### config.mk
export PLATFORM = sky130hd
export DESIGN_NAME = pwm_rgb_servo_top
export DESIGN_NICKNAME = d
export VERILOG_FILES = /design/src/rtl/pwm_rgb_servo_top.sv
export SDC_FILE = /design/constraint.sdc
export NUM_CORES = 1
export LEC_CHECK = 0
export CAP_MARGIN = 20
export CORE_MARGIN = 2
export CORE_UTILIZATION = 30
export CTS_CLUSTER_SIZE = 25
export DETAILED_ROUTE_END_ITERATION = 16
export PLACE_DENSITY = 0.57
export SYNTH_ARGS = -nofsm -noshare
export SYNTH_HDL_FRONTEND = slang
export SYNTH_SLANG_ARGS = --single-unit
### constraint.sdc
create_clock -name clk -period 2.53 [get_ports clk]
set_input_delay 0.253 -clock clk [delete_from_list [all_inputs] [get_ports clk]]
set_output_delay 0.253 -clock clk [all_outputs]
set_load 0.02 [all_outputs]
### src/rtl/pwm_rgb_servo_top.sv
// PWM demo block: shared PWM time base, triangle ramp animator, three RGB channels and a servo.
// Build option PWM_SERVO_EN: when defined the servo frame/pulse logic is built, otherwise servo_out is 0.

module pwm_chan #(
  parameter int RES = 8
) (
  input  logic           clk,
  input  logic           rst,
  input  logic [RES-1:0] cnt,
  input  logic [RES:0]   duty,
  output logic           pwm
);
  // duty is one bit wider than the counter so 2^RES means "always on"
  always_ff @(posedge clk) begin
    if (rst) pwm <= 1'b0;
    else     pwm <= ({1'b0, cnt} < duty);
  end
endmodule

module pwm_rgb_servo_top #(
  parameter int          resolution   = 8,
  parameter int          grad_thresh  = 2000,
  parameter logic [31:0] dvsr         = 32'd48,
  parameter int          SERVO_PERIOD = 2_500_000,
  parameter int          SERVO_MIN    = 125_000,
  parameter int          SERVO_STEP   = 488
) (
  input  logic       clk,
  input  logic       rst,
  input  logic [3:0] sw,
  output logic [2:0] rgb,
  output logic       servo_out
);
  localparam int NUM_CH = 3;
  localparam logic [resolution-1:0] RMAX = '1;
  localparam logic [resolution:0]   DMAX = {1'b1, {resolution{1'b0}}};

  typedef enum logic [2:0] {M_OFF, M_RED, M_GREEN, M_WHEEL, M_SERVO} mode_t;
  typedef enum logic [2:0] {P0, P1, P2, P3, P4, P5} hue_t;

  mode_t mode, mode_q;
  hue_t  hue_q, hue_d;
  logic  mode_chg, tick, strobe, wrap, dir_up;
  logic [31:0] psc_cnt, step_cnt;
  logic [resolution-1:0] pwm_cnt, r;
  logic [resolution:0]   rz, rinv;
  logic [NUM_CH-1:0][resolution:0] duty;

  always_comb begin
    mode = M_OFF;
    if      (sw[0]) mode = M_RED;
    else if (sw[1]) mode = M_GREEN;
    else if (sw[2]) mode = M_WHEEL;
    else if (sw[3]) mode = M_SERVO;
  end

  assign mode_chg = (mode != mode_q);
  assign tick     = (dvsr <= 32'd1) || (psc_cnt == dvsr - 32'd1);
  assign strobe   = (step_cnt == 32'(grad_thresh - 1));
  assign wrap     = strobe && (dir_up ? (r == RMAX) : (r == '0));

  // Prescaler and PWM counter deliberately ignore mode changes.
  always_ff @(posedge clk) begin
    if (rst) begin
      psc_cnt <= '0;
      pwm_cnt <= '0;
      mode_q  <= M_OFF;
    end else begin
      psc_cnt <= tick ? '0 : psc_cnt + 32'd1;
      if (tick) pwm_cnt <= pwm_cnt + 1'b1;
      mode_q  <= mode;
    end
  end

  // Triangle ramp: turn around at the ends without dwelling.
  always_ff @(posedge clk) begin
    if (rst || mode_chg) begin
      step_cnt <= '0;
      r        <= '0;
      dir_up   <= 1'b1;
      hue_q    <= P0;
    end else begin
      step_cnt <= strobe ? '0 : step_cnt + 32'd1;
      hue_q    <= hue_d;
      if (strobe) begin
        if (dir_up) begin
          if (r == RMAX) begin r <= r - 1'b1; dir_up <= 1'b0; end
          else           r <= r + 1'b1;
        end else begin
          if (r == '0)   begin r <= r + 1'b1; dir_up <= 1'b1; end
          else           r <= r - 1'b1;
        end
      end
    end
  end

  always_comb begin
    hue_d = hue_q;
    if (wrap) begin
      case (hue_q)
        P0:      hue_d = P1;
        P1:      hue_d = P2;
        P2:      hue_d = P3;
        P3:      hue_d = P4;
        P4:      hue_d = P5;
        default: hue_d = P0;
      endcase
    end
  end

  assign rz   = {1'b0, r};
  assign rinv = DMAX - rz;

  // duty[0]=red, duty[1]=green, duty[2]=blue
  always_comb begin
    duty = '0;
    case (mode)
      M_RED:   duty[0] = rz;
      M_GREEN: duty[1] = rz;
      M_WHEEL: begin
        case (hue_q)
          P0:      begin duty[0] = DMAX; duty[1] = rz;   end
          P1:      begin duty[0] = rinv; duty[1] = DMAX; end
          P2:      begin duty[1] = DMAX; duty[2] = rz;   end
          P3:      begin duty[1] = rinv; duty[2] = DMAX; end
          P4:      begin duty[0] = rz;   duty[2] = DMAX; end
          default: begin duty[0] = DMAX; duty[2] = rinv; end
        endcase
      end
      default: ;
    endcase
  end

  for (genvar i = 0; i < NUM_CH; i++) begin : g_ch
    pwm_chan #(.RES(resolution)) u_ch (
      .clk  (clk),
      .rst  (rst),
      .cnt  (pwm_cnt),
      .duty (duty[i]),
      .pwm  (rgb[i])
    );
  end

`ifdef PWM_SERVO_EN
  logic [31:0] frame_cnt, width_q, width_cur;
  logic        en_q, en_cur, frame_start;

  // Pulse width and enable are frozen at frame start; the frame restarts on
  // mode entry so the first servo pulse always uses position 0.
  assign frame_start = (frame_cnt == '0);
  assign width_cur   = frame_start ? 32'(SERVO_MIN) + 32'(r) * 32'(SERVO_STEP) : width_q;
  assign en_cur      = frame_start ? (mode == M_SERVO) : en_q;

  always_ff @(posedge clk) begin
    if (rst) begin
      frame_cnt <= '0;
      width_q   <= '0;
      en_q      <= 1'b0;
      servo_out <= 1'b0;
    end else begin
      frame_cnt <= (mode_chg || frame_cnt == 32'(SERVO_PERIOD - 1)) ? '0 : frame_cnt + 32'd1;
      width_q   <= width_cur;
      en_q      <= en_cur;
      servo_out <= (mode == M_SERVO) && en_cur && (frame_cnt < width_cur);
    end
  end
`else
  assign servo_out = 1'b0;
`endif

endmodule

==> reports/summary.md, run 1 <==
* DR vias/cell: 5.23
* overall die height: 141 um
* critical path startpoint category: flip-flop
* Worst Reg-to-Reg Cells: 9
* required time reported for the critical path endpoint: 2.77 ns
* number of nets produced by synthesis: 731
* total power draw: 3.11 mW
* number of global-route vias before repair: 4,872
* clock insertion delay at the later pin of the skew report: 0.36 ns
* post-route standard cell area excluding fillers: 6800 sq um
* number of hold violations in the final report: 0
* most instantiated flip-flop cell in the synthesis netlist: dfxtp_1
* pin count of the biggest net entering global routing: 33
* level count of the clock H-tree: 3
* ant diodes: 0
* path type of the worst min-delay path: reg -> reg
* final global-route overflow total: 0
* final setup violating endpoints: 0
* top-level port count: 10
* Syn-to-layout area delta: 21.1%
* mean instance size in the synthesized netlist: 8.03 sq um
* last element of the critical path: g_ch[0].u_ch.pwm
* starting utilization of the core area: 30.3%
* DRC: 0
* Post-CTS Hold Buffers: 0
* maximum clock skew at final layout: 0.0137 ns
* Total Routed Length: 14,400 um
* synthesis-stage register bit count: 90
* CTS clk-pin slew, worst paths: 0.08 ns
* actual slew at the worst max-slew pin: 0.712 ns
* total via count in the routed design: 5,179
* count of maximum capacitance violations: 0
* total clock buffers created by CTS: 9
* worst reg2reg path startpoint: r[0]
* Total GRT Usage: 15.0%
* startpoint-to-endpoint class of the critical path: reg -> reg
* setup repair after global routing missed its margin: yes
* CTS sink count: 90
* number of pins exceeding their max-slew limit in the final report: 0
* average wire per cell in the routed design: 14.5 um
* Std-Cell Rows: 50
* Setup crit start: r[0]
* clock tree from TritonCTS: yes
* area of the die: 19,800 sq um
* number of search-and-repair iterations in the first detailed-routing pass: 7
* DIE WIDTH: 141 um
* DP Wirelength: 10,300 um
* crit share post-route: 97.5%
* Clock Tree Buf Depth: 2
* Register-to-Register Setup Slack: 0.06 ns
* power density over the cells: 457 nW/um^2
* Yosys cell types: 65
* remaining max-slew budget at the tightest pin: 52.1%
* area of the placeable core: 18,500 sq um
* clock tree root buffer cell: clkbuf_16
* number of warnings issued by yosys: 0
* share of flip-flops with an asynchronous set or reset: 0%
* initial drt markers: 468
* part of the Yosys area used for sequential elements: 32.1%
* Detail Route Antenna Nets: 0
* Synth Cell Area: 5610 sq um
* post-detailed-placement cell area: 6370 sq um
* outcome: finished, final reports clean
* Port Buf Inserts: 8
* final worst path period need: 2.47 ns
* arrival time at the worst endpoint: 2.71 ns
* first-pass GRT wire length: 24,300 um
* capturing point of the worst reg2reg path: g_ch[0].u_ch.pwm
* achievable clock frequency: 405 MHz
* worst-case vdd ir drop: 0.251 mV
* Net count, final: 783
* number of synthesized flops with an enable pin: 0
* peak fanout along the critical path: 3
* number of antenna violations at the first check in global routing: 0
* Routability Congestion: 0.865
* origin of the worst min-delay path: step_cnt[0]
* Crit. End Element: flip-flop
* cell leakage power: 2.39 nW
* post-synthesis cell count: 699
* layout cell share with drive strength beyond 1: 15.9%
==> flip-flops by register name, summed over array words and instances (netlist names) <==
register       count
mode_q             3
pwm_cnt            8
dir_up             1
g_ch.u_ch.pwm      3
step_cnt          32
psc_cnt           32
hue_q              3
r                  8
==> placed cells by master, fill, tap and decap left out, drive strengths merged, types with 3 or more instances in the layout <==
| cell type | count |
|---|---|
| a21o | 3 |
| nor3 | 24 |
| nand2b | 12 |
| or3 | 7 |
| nand4 | 26 |
| clkdlybuf4s50 | 8 |
| o211ai | 3 |
| a2111oi | 4 |
| xor2 | 46 |
| o2111ai | 3 |
| a22oi | 5 |
| clkbuf | 10 |
| and4 | 7 |
| nand3b | 6 |
| o21ai | 30 |
| dfxtp | 90 |
| buf | 64 |
| a21oi | 33 |
| nor4 | 31 |
| nand2 | 38 |
| and3 | 13 |
| inv | 18 |
| a31o | 3 |
| and2 | 6 |
| nor2b | 10 |
| nor4b | 3 |
| ha | 26 |
| mux2i | 8 |
| or2 | 3 |
| nor2 | 102 |
| or4 | 6 |
| nand3 | 46 |
| o21a | 4 |
| xnor2 | 28 |
==> layer usage <==
layer	global-route usage, %	vias up	part of all wire (%)
met3	2.58	29	3.1
li1	-	2632	-
met4	7.00	0	2.9
met5	0	-	0
met2	22.7	90	44
met1	20.9	2428	50
==> repair_timing <==
item / 4_1_cts / 5_1_grt
pin swaps: 8 / 5
cloned: 0 / 0
gates resized for setup: 7 / 13
setup endpoints to repair: 1 / 4
setup buffers: 2 / 1
==> layout make-up <==
| class | count | area, sq um |
|---|---|---|
| clock buffers | 10 | 250 |
| repair buffers | 72 | 598 |
| well taps | 234 | 293 |
| fillers | 1914 | 11700 |
| clock inverters | 6 | 92.6 |
| multi-input cells | 562 | 3690 |
| flip-flops and latches | 90 | 1810 |
| inverters | 16 | 62.6 |
==> stage by stage <==
| stage | TNS, ns | cells | hold slack (ns) | setup WS (ns) | util (%) |
|---|---|---|---|---|---|
| detailed placement | -0.772 | 971 | 0.455 | -0.318 | 34.4 |
| global placement | -0.707 | 971 | 0.446 | -0.296 | 34.4 |
| CTS | 0 | 989 | 0.471 | 0.00945 | 36.5 |
| finish | 0 | 990 | 0.467 | 0.0632 | 36.7 |
| global route | -0.0653 | 990 | 0.484 | -0.0539 | 36.7 |
| floorplan | -0.0443 | 699 | 0.329 | -0.0443 | - |
==> worst min-delay path by stage <==
stage                        to  slack, ns  cells after the start
floorplan             mode_q[2]       0.33                      1
global placement    step_cnt[0]       0.45                      1
detailed placement  step_cnt[0]       0.46                      1
CTS                 step_cnt[0]       0.47                      1
global route         psc_cnt[0]       0.48                      1
finish              step_cnt[0]       0.47                      1
==> Yosys cell counts, types with 6 or more instances <==
master    count  share of area (%)
a21oi_1      32                2.9
and2_1        6               0.67
and3_1       13                1.4
and4_1        7                1.1
clkbuf_1     23                1.5
dfxtp_1      90                 32
ha_1         26                5.8
inv_1        16                1.1
mux2i_1       8                1.4
nand2_1      38                2.5
nand2b_1     12                1.3
nand3_1      46                4.1
nand3b_1      6               0.80
nand4_1      25                2.8
nor2_1      102                6.8
nor2b_1      10                1.1
nor3_1       24                2.1
nor4_1       26                2.9
o21ai_0      19                1.7
o21ai_1      11               0.98
or3_1         7               0.78
xnor2_1      28                4.4
xor2_1       46                7.2
==> cells by family (layout without fill, tap and decap cells) <==
group / Yosys count / after routing / share of synthesized area, %
buf+inv: 47 / 104 / 3.57
other cells: 1 / 1 / 0.0668
fa+ha+maj: 26 / 26 / 5.79
compound gates: 107 / 107 / 12.5
simple gates: 345 / 345 / 32.8
xor+xnor: 74 / 74 / 11.5
flops: 90 / 90 / 32.1
mux: 9 / 9 / 1.63
==> worst max-delay path, cell delays in order, from the launching register on <==
cell       delay (ns)
dfxtp_4          0.37
or4_4            0.55
nor4_4           0.18
a31o_2           0.20
a21oi_2          0.05
ha_1             0.33
o2111ai_2        0.13
a2111oi_2        0.23
nor2_1           0.08
o31a_1           0.24
==> power by group <==
group	internal [mW]	total [mW]	switching, mW
Clock	0.934	1.56	0.624
Sequential	1.42	1.43	0.00647
Combinational	0.0490	0.120	0.0706
Note: power is estimated with default switching activity, not from simulation.
==> inputs of run 2 (changes only) <==
--- a/constraint.sdc
+++ b/constraint.sdc
@@ -3,2 +3,2 @@
 set_output_delay 0.253 -clock clk [all_outputs]
-set_load 0.02 [all_outputs]
+set_load 0.01 [all_outputs]
==> results of run 2 <==
Same layout as run 1 (identical final DEF). Status: finished, final reports clean.
==> inputs of run 3 (changes only) <==
CORE_UTILIZATION = 25   (was 30)
CTS_CLUSTER_DIAMETER = 200   (was unset)
PLACE_DENSITY = 0.51   (was 0.57)
SLEW_MARGIN = 0   (was unset)
==> run 3 against run 2 <==
  * Global-route usage decreased by 2.0 points
  * Cell area up 0.18%
  * Core utilization shrank 5.7 points
  * Critical path type unchanged
  * Largest power group is now registers
==> reports/summary.md, run 3 (same netlist as run 1, synthesis figures left out) <==
* outcome: finished, final reports clean
* cell leakage power: 2.39 nW
* top library cells by usage in the layout, fill and taps aside: 100 x nor2_1, 87 x dfxtp_1, 64 x buf_4
* number of global-route vias before repair: 4,783
* path type of the worst min-delay path: in -> reg
* area of the placeable core: 22,000 sq um
* Routability Congestion: 0.869
* critical path startpoint category: flip-flop
* top-level port count: 10
* count of maximum capacitance violations: 0
* final worst path period need: 2.43 ns
* CTS sink count: 90
* Std-Cell Rows: 54
* total via count in the routed design: 5,084
* Post-CTS Setup Repair Bufs: 0
* DRC: 0
* Post-CTS Hold Buffers: 0
* crit share post-route: 96.0%
* number of search-and-repair iterations in the first detailed-routing pass: 4
* achievable clock frequency: 412 MHz
* required time reported for the critical path endpoint: 2.76 ns
* Fin Setup TNS: 0 ns
* worst-case vdd ir drop: 0.226 mV
* setup repair after global routing missed its margin: no
* Total Routed Length: 14,900 um
* actual slew at the worst max-slew pin: 0.765 ns
* fraction of power consumed by sequential logic: 49.6%
* Crit. End Element: flip-flop
* overall die height: 154 um
* average wire per cell in the routed design: 14.3 um
* Port Buf Inserts: 8
* DR vias/cell: 4.89
* level count of the clock H-tree: 3
* final setup violating endpoints: 0
* ant diodes: 0
* pin count of the biggest net entering global routing: 33
* Net count, final: 786
* Clock Tree Buf Depth: 2
* Final WS setup: 0.101 ns
* power share of the clock group: 46.2%
* total power draw: 2.88 mW
* number of hold violations in the final report: 0
* arrival time at the worst endpoint: 2.66 ns
* first-pass GRT wire length: 25,100 um
* total clock buffers created by CTS: 9
* startpoint-to-endpoint class of the critical path: reg -> reg
* peak fanout along the critical path: 3
* number of pins exceeding their max-slew limit in the final report: 0
* DIE WIDTH: 154 um
* number of antenna violations at the first check in global routing: 0
* power density over the cells: 423 nW/um^2
* Syn-to-layout area delta: 21.3%
* Worst Reg-to-Reg Cells: 9
* final global-route overflow total: 0
* Worst Hold Depth: 3
* layout cell share with drive strength beyond 1: 16.3%
* Register-to-Register Setup Slack: 0.10 ns
* pre-CTS setup slack: -0.400 ns
* remaining max-slew budget at the tightest pin: 48.5%
* combinational power share: 4.2%
* internal power of the cells: 2.17 mW
* DP Wirelength: 11,000 um
* clock tree from TritonCTS: yes
* maximum clock skew at final layout: 0.0114 ns
* CTS clk-pin slew, worst paths: 0.07 ns
* starting utilization of the core area: 25.6%
* biggest regs: psc_cnt (32), step_cnt (32)
* Detail Route Antenna Nets: 0
* Sw Pwr: 0.707 mW
* leading cell type in the layout, fill and taps excluded: nor2_1
* area of the die: 23,700 sq um
* switching part of the total: 24.5%
* initial drt markers: 266
* Total GRT Usage: 13.0%
* clock tree root buffer cell: clkbuf_16
* clock insertion delay at the later pin of the skew report: 0.35 ns
[run 3: cell count changes in the layout (fill, tap and decap cells not counted), sizes merged]
cell	before	now
buf	64	67
bufinv	2	0
clkbuf	10	11
clkdlybuf4s50	8	7
clkinv	0	1
clkinvlp	2	1
dlymetal6s2s	0	1
inv	18	19
[run 3: routing by layer]
layer / vias up / part of all wire, % / GRT usage [%]
li1: 2625 / - / -
met1: 2362 / 51 / 18.5
met4: 0 / 1.6 / 3.87
met3: 21 / 3.7 / 2.42
met5: - / 0 / 0
met2: 76 / 44 / 19.9
[run 3: metrics by stage]
| stage | area, sq um | hold WS [ns] | cells | utilization, % |
|---|---|---|---|---|
| after detailed placement | 6450 | 0.453 | 1023 | 29.4 |
| final | 6810 | 0.224 | 1039 | 31.0 |
| after CTS | 6780 | 0.468 | 1039 | 30.9 |
| after floorplan | 5650 | 0.329 | 699 | - |
| after global placement | 6450 | 0.445 | 1023 | 29.4 |
| after global routing | 6810 | 0.265 | 1039 | 31.0 |
[run 3: power by group through the flow]
| stage | clock [mW] | sequential (mW) | combinational [mW] |
|---|---|---|---|
| floorplan | 0 | 1.46 | 0.0652 |
| global placement | 0 | 1.46 | 0.119 |
| detailed placement | 0 | 1.46 | 0.118 |
| CTS | 1.37 | 1.43 | 0.120 |
| global route | 1.42 | 1.43 | 0.134 |
| finish | 1.33 | 1.43 | 0.121 |
[run 3: worst paths after layout]
check,start,endpoint
worst min-delay path,sw[2],mode_q[2]
worst max register to register,r[0],g_ch[0].u_ch.pwm
worst min register to register,step_cnt[0],step_cnt[0]
worst max-delay path,r[0],g_ch[0].u_ch.pwm
[run 3: final cells by class]
cell class,count,area [sq um]
Tap cell,280,350
Fill cell,2334,15100
Sequential cell,90,1810
Multi-Input combinational cell,562,3710
Inverter,16,60.1
Timing Repair Buffer,75,606
Clock inverter,5,36.3
Clock buffer,11,243
[run 3: repair_timing]
item / CTS / global route
gates resized for setup: 12 / 12
endpoints found under the setup margin: 1 / 3
pin swaps: 8 / 8
[run 3: critical path: stages (launching register included)]
cell and delay, ns:
dfxtp_4 0.36, or4_4 0.56, nor4_4 0.19, a31o_2 0.20, a21oi_2 0.05, ha_1 0.31
o2111ai_2 0.12, a2111oi_2 0.22, nor2_1 0.07, o31a_1 0.24
